$ cat src/rtl/array_ext_pkg.sv
// Shared parameters and types for the cache-array SRAM front-end.
package array_ext_pkg;

  localparam int unsigned SETS   = 128;
  localparam int unsigned ADDR_W = $clog2(SETS);
  localparam int unsigned WAYS   = 4;
  localparam int unsigned WAY_W  = 21;
  localparam int unsigned ROW_W  = WAYS * WAY_W;

  // INIT clears the array; RUN arbitrates client requests.
  typedef enum logic {
    INIT = 1'b0,
    RUN  = 1'b1
  } state_e;

endpackage : array_ext_pkg

$ cat src/rtl/array_ext_init_seq.sv
// Clear-sweep sequencer: walks every set once after reset or flush, then
// hands the array over to RUN. init_cnt wraps naturally to 0 on leaving INIT.
module array_ext_init_seq
  import array_ext_pkg::*;
(
  input  logic              clock,
  input  logic              reset_n,
  input  logic              flush,
  output state_e            state,
  output logic [ADDR_W-1:0] init_cnt,
  output logic              init_done
);

  state_e            state_q, state_d;
  logic [ADDR_W-1:0] init_cnt_q, init_cnt_d;
  logic              init_done_q, init_done_d;

  // Next-state: advance the sweep, restart it on flush, leave INIT after the last set.
  always_comb begin
    state_d     = state_q;
    init_cnt_d  = init_cnt_q;
    unique case (state_q)
      INIT: begin
        if (flush) begin
          init_cnt_d = '0;
        end else begin
          init_cnt_d = init_cnt_q + ADDR_W'(1);
          if (init_cnt_q == ADDR_W'(SETS - 1)) begin
            state_d = RUN;
          end
        end
      end
      RUN: begin
        if (flush) begin
          state_d    = INIT;
          init_cnt_d = '0;
        end
      end
      default: begin
        state_d    = INIT;
        init_cnt_d = '0;
      end
    endcase
    init_done_d = (state_d == RUN);
  end

  // State, sweep counter and done flag.
  always_ff @(posedge clock or negedge reset_n) begin
    if (!reset_n) begin
      state_q     <= INIT;
      init_cnt_q  <= '0;
      init_done_q <= 1'b0;
    end else begin
      state_q     <= state_d;
      init_cnt_q  <= init_cnt_d;
      init_done_q <= init_done_d;
    end
  end

  assign state     = state_q;
  assign init_cnt  = init_cnt_q;
  assign init_done = init_done_q;

endmodule : array_ext_init_seq

$ cat src/rtl/array_ext_frontend.sv
// Front-end for the 128x84 single-port cache-array macro: clears all sets after
// reset/flush, then arbitrates one write and one read port (write wins) onto the
// macro and returns read data one cycle after acceptance.
// Optional build macro ARRAY_RDATA_HOLD_EN: keep the last read row on r_resp_data
// between responses.
module array_ext_frontend
  import array_ext_pkg::*;
(
  input  logic              clock,
  input  logic              reset_n,
  input  logic              flush,
  output logic              init_done,
  input  logic              w_valid,
  output logic              w_ready,
  input  logic [ADDR_W-1:0] w_set,
  input  logic [ROW_W-1:0]  w_data,
  input  logic [WAYS-1:0]   w_waymask,
  input  logic              r_valid,
  output logic              r_ready,
  input  logic [ADDR_W-1:0] r_set,
  output logic              r_resp_valid,
  output logic [ROW_W-1:0]  r_resp_data,
  output logic [ADDR_W-1:0] sram_addr,
  output logic              sram_en,
  output logic              sram_wmode,
  output logic [ROW_W-1:0]  sram_wdata,
  output logic [WAYS-1:0]   sram_wmask,
  input  logic [ROW_W-1:0]  sram_rdata
);

  state_e            state;
  logic [ADDR_W-1:0] init_cnt;
  logic              w_fire;
  logic              r_fire;
  logic              r_resp_valid_q, r_resp_valid_d;

  array_ext_init_seq u_init_seq (
    .clock     (clock),
    .reset_n   (reset_n),
    .flush     (flush),
    .state     (state),
    .init_cnt  (init_cnt),
    .init_done (init_done)
  );

  // Handshake: nothing is accepted during the sweep or in a flush cycle; write beats read.
  always_comb begin
    w_ready = 1'b0;
    r_ready = 1'b0;
    if ((state == RUN) && !flush) begin
      w_ready = 1'b1;
      r_ready = !w_valid;
    end
    w_fire = w_valid & w_ready;
    r_fire = r_valid & r_ready;
  end

  // Macro port mux: clear-sweep write, client write, client read, or idle.
  always_comb begin
    sram_en    = 1'b0;
    sram_wmode = 1'b0;
    sram_addr  = '0;
    sram_wdata = '0;
    sram_wmask = '0;
    if (state == INIT) begin
      sram_en    = 1'b1;
      sram_wmode = 1'b1;
      sram_addr  = init_cnt;
      sram_wmask = '1;
    end else if (w_fire) begin
      sram_en    = 1'b1;
      sram_wmode = 1'b1;
      sram_addr  = w_set;
      sram_wdata = w_data;
      sram_wmask = w_waymask;
    end else if (r_fire) begin
      sram_en    = 1'b1;
      sram_addr  = r_set;
    end
  end

  // Response valid tracks the macro's one-cycle read latency.
  always_comb begin
    r_resp_valid_d = r_fire;
  end

  // Response-valid register.
  always_ff @(posedge clock or negedge reset_n) begin
    if (!reset_n) begin
      r_resp_valid_q <= 1'b0;
    end else begin
      r_resp_valid_q <= r_resp_valid_d;
    end
  end

  assign r_resp_valid = r_resp_valid_q;

`ifdef ARRAY_RDATA_HOLD_EN
  logic [ROW_W-1:0] hold_q, hold_d;

  // Hold the last returned row; a flush starts a fresh sweep so the stale row is dropped.
  always_comb begin
    hold_d = hold_q;
    if (flush) begin
      hold_d = '0;
    end else if (r_resp_valid_q) begin
      hold_d = sram_rdata;
    end
    r_resp_data = r_resp_valid_q ? sram_rdata : hold_q;
  end

  // Hold register.
  always_ff @(posedge clock or negedge reset_n) begin
    if (!reset_n) begin
      hold_q <= '0;
    end else begin
      hold_q <= hold_d;
    end
  end
`else
  // Macro read data passes straight through; meaningful only with r_resp_valid.
  always_comb begin
    r_resp_data = sram_rdata;
  end
`endif

endmodule : array_ext_frontend

$ cat config.mk
export PLATFORM = sky130hd
export DESIGN_NAME = array_ext_frontend
export DESIGN_NICKNAME = d
export VERILOG_FILES = /design/src/rtl/array_ext_pkg.sv /design/src/rtl/array_ext_init_seq.sv /design/src/rtl/array_ext_frontend.sv
export SDC_FILE = /design/constraint.sdc
export NUM_CORES = 1
export LEC_CHECK = 0
export CAP_MARGIN = 40
export CORE_AREA = 2 2 148 150
export DETAILED_ROUTE_END_ITERATION = 7
export DIE_AREA = 0 0 150 152
export HOLD_SLACK_MARGIN = 0.06
export PLACE_DENSITY = 0.43
export SLEW_MARGIN = 20
export SYNTH_ARGS = -nofsm -noshare
export SYNTH_HDL_FRONTEND = slang
export SYNTH_SLANG_ARGS = --single-unit
$ cat constraint.sdc
create_clock -name clock -period 1.9 [get_ports clock]
set_input_delay 0.38 -clock clock [delete_from_list [all_inputs] [get_ports clock]]
set_output_delay 0.38 -clock clock [all_outputs]
set_load 0.005 [all_outputs]
==> results of run 1 <==
[worst register-to-register path, stage by stage, from the launching register on]
cell and delay, ps:
dfrtp_1 400, buf_4 150, buf_8 110, buf_8 140
nand4b_1 250, nor4_1 250, o21bai_1 140
[sequential cells by signal (all words and copies together), names as in the netlist]
signal               count
u_init_seq.init_cnt      7
u_init_seq.state         1
r_resp_valid             1
[layer usage]
layer | vias up | global-route usage [%] | routed length (um)
met3 | 40 | 3.93 | 1280
li1 | 981 | - | -
met2 | 156 | 12.6 | 4550
met1 | 990 | 8.94 | 3610
met5 | - | 1.30 | 0
met4 | 0 | 2.92 | 350
[through the flow]
step	setup TNS, ps	power [uW]	area, um^2	hold WS, ps
floorplan	0	374	1810	84.4
global placement	-50990	478	3700	559
detailed placement	-53970	480	3700	568
CTS	-9580	858	4090	478
global route	-6280	892	4110	503
finish	-3410	854	4110	472
[final timing paths]
path                                   startpoint                     end  slack (ps)  depth (start not counted)
setup / recovery                 u_init_seq.state            sram_addr[4]        -120                          5
hold / removal                            reset_n  u_init_seq.init_cnt[6]         470                          1
setup reg to reg                 u_init_seq.state  u_init_seq.init_cnt[5]         380                          6
hold reg to reg            u_init_seq.init_cnt[5]  u_init_seq.init_cnt[5]         570                          2
max in group asynchronous                 reset_n            r_resp_valid        1110                          1
min in group clock                          flush  u_init_seq.init_cnt[2]         520                          3
[cell families (layout without fill, tap and decap cells)]
kind of cell,count (synthesis),after routing,share of synthesized area (%)
xor+xnor,3,3,1.45
flops,9,9,12.4
compound gates,11,11,5.39
fa+ha+maj,1,1,0.691
buf+inv,98,245,38.8
simple gates,123,123,40.7
mux,1,1,0.553
[cell type report]
type / instances / share of cell area (%)
well taps: 280 / 8.53
flip-flops and latches: 9 / 5.49
multi-input cells: 139 / 25.5
clock buffers: 4 / 1.92
repair buffers: 241 / 58.5
[what timing repair did]
item / CTS / global route
gates resized for setup: 499 / 42
pin swaps: 40 / 12
endpoints found under the setup margin: 99 / 98
gates cloned: 6 / 0
buffers inserted: 15 / 4
[Yosys cell counts, types with 2 or more instances]
master / count
buf_4: 86
and2_1: 85
nand2_1: 11
nor2b_1: 10
buf_2: 9
dfrtp_1: 9
a221o_1: 7
nor2_1: 7
clkbuf_1: 3
nand2b_1: 2
nand4b_1: 2
xor2_1: 2
[where the power goes]
part	switching, uW	internal [uW]
clock	95.4	281
sequential	5.62	198
combinational	63.0	211
total	164	690
==> impl_results.md, run 1 <==
- Status: complete, but fails checks
- Failing checks: setup timing
- Setup violations, final: 57
- Number of synthesized register bits: 9
- CTS Buffer Depth: 2
- Post-synth top flop: dfrtp_1
- Post-synth EDFFs: 0
- Final WL: 9800 um
- GRT Total Usage: 7.89%
- Largest net degree at the start of global routing: 19
- Fillers: 2,429
- Clk_lat worst skew: 230 ps
- Placed insts: 652
- Die X: 150 um
- Syn_area_per_cell: 7.35 um^2
- Row count: 54
- Synth async-reset ratio: 100%
- Worst Path Required: 1520 ps
- F_max: 0.494 GHz
- Fin crit period: a little over 2000 ps
- Total CTS buffers: 3
- Drt drc: 0
- Final #Nets: about 600
- Initial antenna violation count: 0
- Worst EP arrival: 1640 ps
- Vias per cell: 3.22
- Port buffer count: 207
- Area fraction of the dominant cell type after synthesis: between 30% and 40%
- Final Core Density: approximately 19%
- Critical path endpoint category: output pin
- Clock slew at reported path FFs: 40 ps
- Slew headroom: 68.5%
- Vias in the first global route: about 2,300
- H-tree depth: 1
- Io pins: approximately 380
- Final non-filler cell total: roughly 670
- Max Cap Viol: 0
- Crit Path Max Fanout: 5
- Ant. Diodes: 0
- Hold Crit Class: in2async
- TritonCTS Sinks: 9
- Final ANT Viol Nets: 0
- Layout cell share with drive strength beyond 1: 50.6%
- Mapped Area: roughly 1800 um^2
- CTS tree: built
- Most frequent cells in the layout: clkdlybuf4s50_1 (106), buf_6 (67), and2_4 (60)
- Drt pass-1 iters: 4
- Worst setup slack after layout: -122 ps
- Biggest area consumer among synthesized cells: buf_4
- Area of the multi-input gates: 1050 um^2
- Core Area: ~21,000 um^2
- # hold bufs at CTS: 0
- Slowest-stage cell, CP: dfrtp_1
- CTS root buffer: clkbuf_16
- Final Hold Viols: 0
- Area delta synth->final: 127%
- Mapped Cells: 246
- WS Path Type: reg2out
- 1st-iter DRT viols: 48
- Global route overflow: 0
- Fin crit share: 106%
- Routability-driven placement congestion ratio: 0.700
- HPWL Detailed: between 7000 and 8000 um
- Power per cell area: 208 nW/um^2
- Pre-CTS setup slack: -679 ps
- Critical path startpoint category: flop
- Die area: 22,800 um^2
- Vias post-DR: 2,167
- First-pass GRT wire length: ~14,000 um
- WP buf/inv: 3
- CP Cell Sequence: and3b_2 > buf_6 > buf_6 > a221o_1 > buf_2
- Delay-heaviest family, CP: flip-flops
- CP most frequent cell: buf_6
- Most common cell after layout, fill and taps aside: clkdlybuf4s50_1
- Final clock skew: 0.775 ps
- Fin. max-slew vios: 0
- Per-cell routed wire length: 14.6 um
- Crit-path max cell delay: 400 ps
- Leakage: 0.00187 uW
- Top post-synthesis cells by area: buf_4 (36%), and2_1 (29%), dfrtp_1 (12%)
- RSZ-0062 raised after global routing: yes
- Storage element area: 225 um^2
- Register area share after synthesis: 12.4%
- Starting density of the core: 8.47%
- Worst slew pin tran: 470 ps
- Post-synth net total: 438
- Die height: 152 um
- Warnings, synthesis: 0
- Max VDD drop: 0.000170 V
- Distinct cells, synth: 25
Note: power is estimated with default switching activity, not from simulation.
==> run 2, diff against run 1 <==
--- a/config.mk
+++ b/config.mk
@@ -9,7 +9,8 @@
 export CORE_AREA = 2 2 148 150
 export DETAILED_ROUTE_END_ITERATION = 7
 export DIE_AREA = 0 0 150 152
-export HOLD_SLACK_MARGIN = 0.06
+export GPL_TIMING_DRIVEN = 0
+export HOLD_SLACK_MARGIN = 0.05
 export PLACE_DENSITY = 0.43
 export SLEW_MARGIN = 20
 export SYNTH_ARGS = -nofsm -noshare
==> run 2 against run 1 <==
Effect of this change: the flow still finishes with violations (setup timing); clock power barely moved; register-to-register slack worse by 60 ps; total power is 38% higher; critical path type unchanged; largest cell class unchanged; highest routed layer unchanged.
==> impl_results.md, run 2 (synthesized netlist as in run 1, its figures left out) <==
- Die X: about 150 um
- GRT Total Usage: 9.79%
- Vias in the first global route: 2,830
- Overall Power: 1170 uW
- Most common cell after layout, fill and taps aside: clkdlybuf4s50_1
- Dpl cell area: 5070 um^2
- F_max: 0.505 GHz
- H-tree depth: 1
- Area delta synth->final: 196%
- Setup violations, final: 37
- Placed insts: 817
- Drt pass-1 iters: 3
- Max Cap Viol: 0
- RSZ-0062 raised after global routing: yes
- Slew headroom: 66.9%
- Most frequent cells in the layout: clkdlybuf4s50_1 (191), buf_4 (89), buf_2 (54)
- Total Neg Setup Slack: -809 ps
- Crit-path max cell delay: 400 ps
- Total CTS buffers: 3
- Final non-filler cell total: approximately 840
- Fin. max-slew vios: 0
- Hold Crit Class: in2async
- Clock slew at reported path FFs: 40 ps
- Port buffer count: 291
- R2R Path End: u_init_seq.init_cnt[5]
- R2R cell count: 6
- Status: complete, but fails checks
- Fin crit period: 1980 ps
- # hold bufs at CTS: 0
- Power per cell area: ~220 nW/um^2
- Global route overflow: 0
- Leakage: 0.00251 uW
- Per-cell routed wire length: between 10 and 15 um
- Io pins: 376
- Fin area: 5360 um^2
- Critical path startpoint category: flop
- Final ANT Viol Nets: 0
- 1st-iter DRT viols: between 60 and 70
- TritonCTS Sinks: 9
- Routability-driven placement congestion ratio: around 0.8
- Vias per cell: around 3.2
- Starting density of the core: 8.47%
- Clk_lat worst skew: about 240 ps
- R2R Setup Slk: 320 ps
- Fillers: 2,345
- HPWL Detailed: 10,300 um
- Failing checks: setup timing
- Worst setup slack after layout: -80.0 ps
- Die height: 152 um
- Max reg flops: 7
- Slowest-stage cell, CP: dfrtp_1
- Final #Nets: 751
- CP Cell Sequence: and3b_4 > buf_12 > buf_16 > a221o_1 > buf_2
- WS Path Type: reg2out
- Drt drc: 0
- Initial antenna violation count: 0
- Die area: between 20,000 and 25,000 um^2
- Largest net degree at the start of global routing: 11
- Core Area: 21,400 um^2
- Worst EP arrival: 1600 ps
- Max VDD drop: 0.000196 V
- Crit Path Max Fanout: 6
- Reg2reg start: u_init_seq.state
- First-pass GRT wire length: 17,300 um
- Worst slew pin tran: around 500 ps
- Worst Path Required: 1520 ps
- Final WL: 12,100 um
- Hold_ws: approximately 460 ps
- Vias post-DR: 2,695
- Critical path endpoint category: output pin
- Ant. Diodes: 0
- Final clock skew: around 2.4 ps
- CTS Buffer Depth: 2
- Final Hold Viols: 0
- CTS root buffer: clkbuf_16
- Fin crit share: 104%
- Row count: 54
- CTS tree: built
- Layout cell share with drive strength beyond 1: ~45%
[run 2: where the power goes]
group | internal [uW] | switching, uW
clock | 281 | 97.5
sequential | 198 | 7.06
combinational | 463 | 128
[run 2: worst max path at each step]
stage                                end  depth (start not counted)             start
after floorplan             sram_addr[0]                          4  u_init_seq.state
after global placement    sram_wdata[43]                          6             flush
after detailed placement  sram_wdata[43]                          6             flush
after CTS                   sram_addr[6]                          4  u_init_seq.state
after global routing        sram_addr[0]                          5  u_init_seq.state
final                       sram_addr[0]                          5  u_init_seq.state
[run 2: layer usage]
| layer | part of all wire (%) | routed length [um] | track usage (%) | up-vias |
|---|---|---|---|---|
| met4 | 0.70 | 84 | 1.17 | 0 |
| met2 | 54 | 6460 | 19.0 | 154 |
| met3 | 7.4 | 887 | 1.35 | 8 |
| met1 | 38 | 4620 | 11.5 | 1224 |
| met5 | 0 | 0 | 0 | - |
| li1 | - | - | - | 1309 |
[run 2: area by class of cell]
type | count | area, um^2 | area share [%]
buffer | 93 | 739 | 13.8
clock buffer | 4 | 78.8 | 1.47
multi-input combinational | 139 | 996 | 18.6
sequential | 9 | 225 | 4.21
tap | 280 | 350 | 6.54
timing repair buffer | 313 | 2970 | 55.4
[run 2: repair_timing]
item | in CTS | in global routing
resized for setup | 452 | 43
cloned | 7 | 1
pin swaps | 23 | 9
setup buffers | 13 | 5
setup endpoints to repair | 99 | 72
[run 2: critical path, delay by kind of cell (launching register included)]
family	cells	cell delay (ps)
AND/OR/NAND/NOR	1	240
AO/OA/AOI/OAI	1	320
flip-flops	1	400
buffers and inverters	3	400
[run 2: stage by stage]
stage | util (%) | setup slack, ps
after floorplan | - | 378
after global placement | 23.8 | -929
after detailed placement | 23.8 | -949
after CTS | 25.0 | -187
after global routing | 25.1 | -135
final | 25.1 | -80.0
==> run 3, diff against run 2 <==
--- a/config.mk
+++ b/config.mk
@@ -5,13 +5,15 @@
 export SDC_FILE = /design/constraint.sdc
 export NUM_CORES = 1
 export LEC_CHECK = 0
+export ABC_CLOCK_PERIOD_IN_PS = 1700
 export CAP_MARGIN = 40
-export CORE_AREA = 2 2 148 150
+export CORE_AREA = 2 2 146 148
 export DETAILED_ROUTE_END_ITERATION = 7
-export DIE_AREA = 0 0 150 152
+export DIE_AREA = 0 0 148 150
 export GPL_TIMING_DRIVEN = 0
 export HOLD_SLACK_MARGIN = 0.05
-export PLACE_DENSITY = 0.43
+export PLACE_DENSITY = 0.46
+export SETUP_SLACK_MARGIN = 0.5
 export SLEW_MARGIN = 20
 export SYNTH_ARGS = -nofsm -noshare
 export SYNTH_HDL_FRONTEND = slang
==> constraint.sdc (replaced) <==
create_clock -name clock -period 1.7 [get_ports clock]
set_input_delay 0.34 -clock clock [delete_from_list [all_inputs] [get_ports clock]]
set_output_delay 0.34 -clock clock [all_outputs]
set_load 0.005 [all_outputs]
==> run 3 against run 2 <==
Effect of this change: setup slack got worse by 310 ps; largest cell class unchanged; highest routed layer unchanged; sequential power up 12%; largest power group unchanged; the run still ends with setup timing left; sequential share of layout area fell by 0.49 points; critical endpoint is now sram_addr[6].
==> impl_results.md, run 3 (synthesized netlist as in run 1, its figures left out) <==
- Dpl cell area: 5270 um^2
- Drt pass-1 iters: 2
- Worst EP arrival: 1750 ps
- Max Cap Viol: 0
- 1st-iter DRT viols: 45
- First-pass GRT wire length: 16,600 um
- Ant. Diodes: 0
- Critical path endpoint category: output pin
- Setup violations, final: 97
- Port buffer count: 291
- # hold bufs at CTS: 0
- CTS Buffer Depth: 2
- Overall Power: 1250 uW
- Final ANT Viol Nets: 0
- Layout cell share with drive strength beyond 1: 58.4%
- GRT Total Usage: 9.60%
- Leakage: 0.00294 uW
- Max VDD drop: 0.000404 V
- Die X: around 150 um
- Die height: 150 um
- WS Path Type: reg2out
- Most common cell after layout, fill and taps aside: buf_6
- Clk_lat worst skew: 240 ps
- RSZ-0062 raised after global routing: yes
- Worst Path Required: approximately 1400 ps
- Vias per cell: 3.25
- Crit Path Max Fanout: 5
- Clock slew at reported path FFs: around 40 ps
- Fin crit period: 2090 ps
- Hold Crit Class: in2async
- Worst slew pin tran: 463 ps
- Fin area: roughly 6100 um^2
- R2R Setup Slk: 270 ps
- CTS root buffer: clkbuf_16
- Power per cell area: 206 nW/um^2
- Hold_ws: approximately 420 ps
- Total CTS buffers: 3
- Die area: about 22,000 um^2
- Global route overflow: 0
- Final WL: 12,300 um
- Most frequent cells in the layout: buf_6 (107), clkdlybuf4s50_1 (104), buf_4 (88)
- Fin. max-slew vios: 0
- Worst setup slack after layout: -387 ps
- Routability-driven placement congestion ratio: 0.853
- Core Area: 20,700 um^2
- Slew headroom: 69.2%
- Status: complete, but fails checks
- Failing checks: setup timing
- F_max: 0.479 GHz
- Final clock skew: around 4.8 ps
- R2R cell count: 6
- CTS tree: built
- Vias in the first global route: 2,746
- Largest net degree at the start of global routing: 11
- Area delta synth->final: 235%
- R2R Path End: u_init_seq.init_cnt[5]
- Starting density of the core: approximately 8.7%
- Per-cell routed wire length: 14.4 um
- Final #Nets: 775
- Capture point of the worst path: sram_addr[6]
- Max reg flops: 7
- Fin crit share: 123%
- Crit. Startpoint: u_init_seq.state
- Placed insts: just over 800
- Vias post-DR: around 2,800
- Initial antenna violation count: 0
- H-tree depth: 1
- Total Neg Setup Slack: -22,280 ps
- Fillers: 2,258
- Drt drc: 0
- Final Hold Viols: 0
- Row count: 53
- TritonCTS Sinks: 9
- HPWL Detailed: 10,200 um
- Final non-filler cell total: 857
- Reg2reg start: u_init_seq.state
- Io pins: 376
- Critical path startpoint category: flop
-- run 3: cell types whose count changed in the layout (fill, tap and decap cells not counted), sizes merged --
cell | previous run | this run
dlygate4sd2 | 9 | 84
buf | 193 | 232
dlymetal6s2s | 0 | 1
clkdlybuf4s15 | 3 | 2
clkdlybuf4s50 | 191 | 104
clkbuf | 14 | 11
-- run 3: layout make-up --
class / count / area, um^2 / area share (%)
Clock buffer: 4 / 78.8 / 1.30
Multi-Input combinational cell: 139 / 1170 / 19.3
Timing Repair Buffer: 332 / 3400 / 56.0
Tap cell: 275 / 344 / 5.67
Buffer: 98 / 851 / 14.0
Sequential cell: 9 / 225 / 3.71
-- run 3: metrics by stage --
step | setup slack, ps | utilization (%)
floorplan | 221 | -
global placement | -957 | 25.5
detailed placement | -970 | 25.5
CTS | -408 | 28.6
global route | -440 | 29.3
finish | -387 | 29.3
-- run 3: routing by layer --
metal | vias up | track usage, % | share of wire (%)
li1 | 1359 | - | -
met3 | 6 | 1.74 | 6.7
met2 | 146 | 17.5 | 54
met4 | 0 | 0.857 | 0.41
met1 | 1277 | 12.3 | 39
met5 | - | 0 | 0
-- run 3: worst min path at each step --
stage	cells past startpoint	slack, ps	end
CTS	1	420	u_init_seq.init_cnt[6]
detailed placement	2	570	u_init_seq.init_cnt[1]
finish	1	420	u_init_seq.state
global placement	2	570	u_init_seq.init_cnt[5]
global route	1	450	u_init_seq.state
floorplan	0	40	r_resp_valid
-- run 3: power by group --
part	total, uW	switching, uW	internal, uW
Combinational	605	151	455
Clock	417	103	314
Sequential	230	8.18	221
-- run 3: worst max-delay path, cell delays in order (launching register included) --
cell	delay, ps
dfrtp_1	390
and3b_2	260
buf_6	130
buf_12	110
buf_16	130
a221o_1	340
buf_2	150
-- run 3: repair_timing --
item	4_1_cts	5_1_grt
buffers inserted	29	6
cloned	6	0
pin swaps	34	14
resized for setup	626	42
setup endpoints to repair	194	106
==> edit (config.mk and constraints of run 2) <==
The package constant `SETS` goes from 128 to 64.
--- a/src/rtl/array_ext_pkg.sv
+++ b/src/rtl/array_ext_pkg.sv
@@ -1,7 +1,7 @@
 // Shared parameters and types for the cache-array SRAM front-end.
 package array_ext_pkg;
 
-  localparam int unsigned SETS   = 128;
+  localparam int unsigned SETS   = 64;
   localparam int unsigned ADDR_W = $clog2(SETS);
   localparam int unsigned WAYS   = 4;
   localparam int unsigned WAY_W  = 21;
Interface: changed (resized r_set, sram_addr and w_set); port bits go from 376 to 373. No check against the original RTL was run, so the function may have changed too.
==> edit against run 2 <==
The flow still finishes with violations (negative setup slack). Via count down 1.9%. Non-clock buffer count did not move. Total power fell by 4.9%. Sequential cell count decreased by 1. Final area is 1.4% higher. Cell count decreased by 1.1%. Setup slack got worse by 0.019 ns. Area after synthesis decreased by 2.3%. Sequential share of layout area down 0.52 points. Wire length is 4.1% lower. Die area unchanged. Combinational power is 1% lower. Fmax fell by 0.94%. Largest cell class unchanged. Largest power group unchanged.
==> edit: results (changes against run 2) <==
GROUTE.USAGE.OVERALL=0.09323  # -0.004683
NETLIST-CELL-TYPE-COUNT=26  # +4.0%
VIAS_IN_THE_FIRST_GLOBAL_ROUTE=2772  # -2.0%
WORST_SLEW_PIN_SLEW_NS=0.3806  # -0.1155 ns
DRT_FIRST_ITER_VIOLATIONS=46  # -33%
LAYOUT_SETUP_WS_NS=-0.09877  # -0.01878 ns
CRIT_PATH_MAX_INCR_DELAY_NS=0.39
H-TREE-DEPTH=1  # unchanged
FINAL_CELLS=829  # -1.1%
NUMBER_OF_WARNINGS_REPORTED_IN_THE_YOSYS_SYNTHESIS_LOG=0  # unchanged
FINAL-SETUP-VIOL-COUNT=37  # unchanged
POST_ROUTE_CELLS_DRIVE_ABOVE_1_SHARE=0.4918  # +0.04377
CPMAXSTAGEDELAYCELL='dfrtp_1'
COMBPWRFRAC=0.523  # +0.020
POST_CTS_RESIZED=481  # +6.4%
PLACEMENT.IO_BUFFERS=287  # -1.4%
POWER_LEAKAGE_uW=0.002542  # +1.3%
RUN_STATUS='finished, violations left'
TIMING.CRITICAL_PATH.MAX_DELAY_FAMILY='buffers and inverters'
FINAL.SETUP_SKEW_NS=0.002721  # +0.0003220 ns
WORST_HOLD_PATH_CELLS=2
LARGEST_REGISTER_FFS=6  # -1
HOLD_PATH_CLASS='input pin to flip-flop'
POSTSYNTH.ASYNCRESETSHARE=1.000  # unchanged
WORSTPATHARRIVAL_NS=1.62  # +0.02 ns
SYNTH_SEQUENTIAL_AREA_RATIO=0.1132  # -0.01125
DRT_FIRST_PASS_ITERS=4  # +1
SEQ_POWER_uW=187  # -9%
SYNTHESIS.NETS=428  # -2.3%
R2R.WORST_PATH.CELLS=6  # unchanged
COMB_CELL_POWER_uW=585  # -1%
NUM-NETS-FINAL=741  # -1.3%
POWER.IR.VDD_WORST_uV=373.1  # +90%
INTPOWER_uW=906.9  # -3.8%
SYN-INSTANCE-COUNT=238  # -3.3%
YOSYS-TOP-CELLS-AREA='buf_4 36%, and2_1 30%, dfrtp_1 11%, a221o_1 3.4%, nor2b_1 3.2%'
DP.FINAL_HPWL_MM=9.821  # -4.2%
VIAS=2644  # -1.9%
CTS_POST_SETUP_BUFFERS_INSERTED=20  # +7
CLK_TRANSITION_REPORTED_PATHS_NS=0.04  # about the same
VIOLATIONS='negative setup slack'
PLACE.GP.CONGESTION=0.8260  # +3.6%
CLOCK_TREE.ROOT_CELL='clkbuf_16'
PLACED_CELL_COUNT=805  # -1.5%
LEADING_POST_SYNTHESIS_CELLS_BY_INSTANCE_COUNT='85 x and2_1, 84 x buf_4, 11 x nand2_1'
CTS_INSERTED_BUFFERS=3  # unchanged
PIN_COUNT_OF_THE_BIGGEST_NET_ENTERING_GLOBAL_ROUTING=11  # unchanged
LAYOUT.FILLER_CELLS=2337  # -0.34%
GRT_FIRST_PASS_WIRELENGTH_MM=16.77  # -3.1%
TOTALNEGATIVESETUPSLACK_NS=-2.699  # -1.890 ns
WL_PER_CELL_UM=13.95  # -3.0%
PATH_MAX_FANOUT=6  # unchanged
-- edit: cell count changes after synthesis, sizes merged, moves of 2 or more --
cell and delta:
buf -6, nand2b -2, nor2 -2, clkbuf +6
-- edit: routing by layer --
metal,global-route usage,vias to the layer above,part of all wire
li1,-,1279,-
met1,0.1081,1217,0.38
met5,0,-,0
met4,0.001348,0,0.00052
met3,0.01471,2,0.073
met2,0.1861,146,0.54
-- edit: cells by family after synthesis --
group | after synthesis | share of synthesized area
AO/OA/AOI/OAI | 9 | 0.04317
AND/OR/NAND/NOR | 118 | 0.4133
XOR/XNOR | 3 | 0.01486
adder cells (fa/ha/maj) | 1 | 0.007076
multiplexers | 1 | 0.005662
buffers and inverters | 98 | 0.4027
flip-flops | 8 | 0.1132
-- edit: through the flow --
step                area, µm²  setup slack (ns)
finish                   5429          -0.09877
global route             5429           -0.1571
CTS                      5485           -0.1499
detailed placement       4991           -0.8989
global placement         4991           -0.8895
floorplan                1768            0.3225
-- edit: layout make-up --
type | count | area share
Tap cell | 280 | 0.06453
Sequential cell | 8 | 0.03687
Multi-Input combinational cell | 132 | 0.1821
Clock buffer | 3 | 0.01383
Timing Repair Buffer | 311 | 0.5520
Buffer | 95 | 0.1507
-- edit: path summary, 6_finish.rpt --
kind	startpoint	to	slack, ns
setup / recovery	u_init_seq.state	sram_wdata[34]	-0.1
hold / removal	flush	u_init_seq.init_cnt[5]	0.37
setup reg to reg	u_init_seq.state	u_init_seq.init_cnt[5]	0.38
hold reg to reg	u_init_seq.init_cnt[5]	u_init_seq.init_cnt[5]	0.57
max in group asynchronous	reset_n	u_init_seq.init_cnt[0]	1.19
min in group asynchronous	reset_n	u_init_seq.init_cnt[3]	0.44
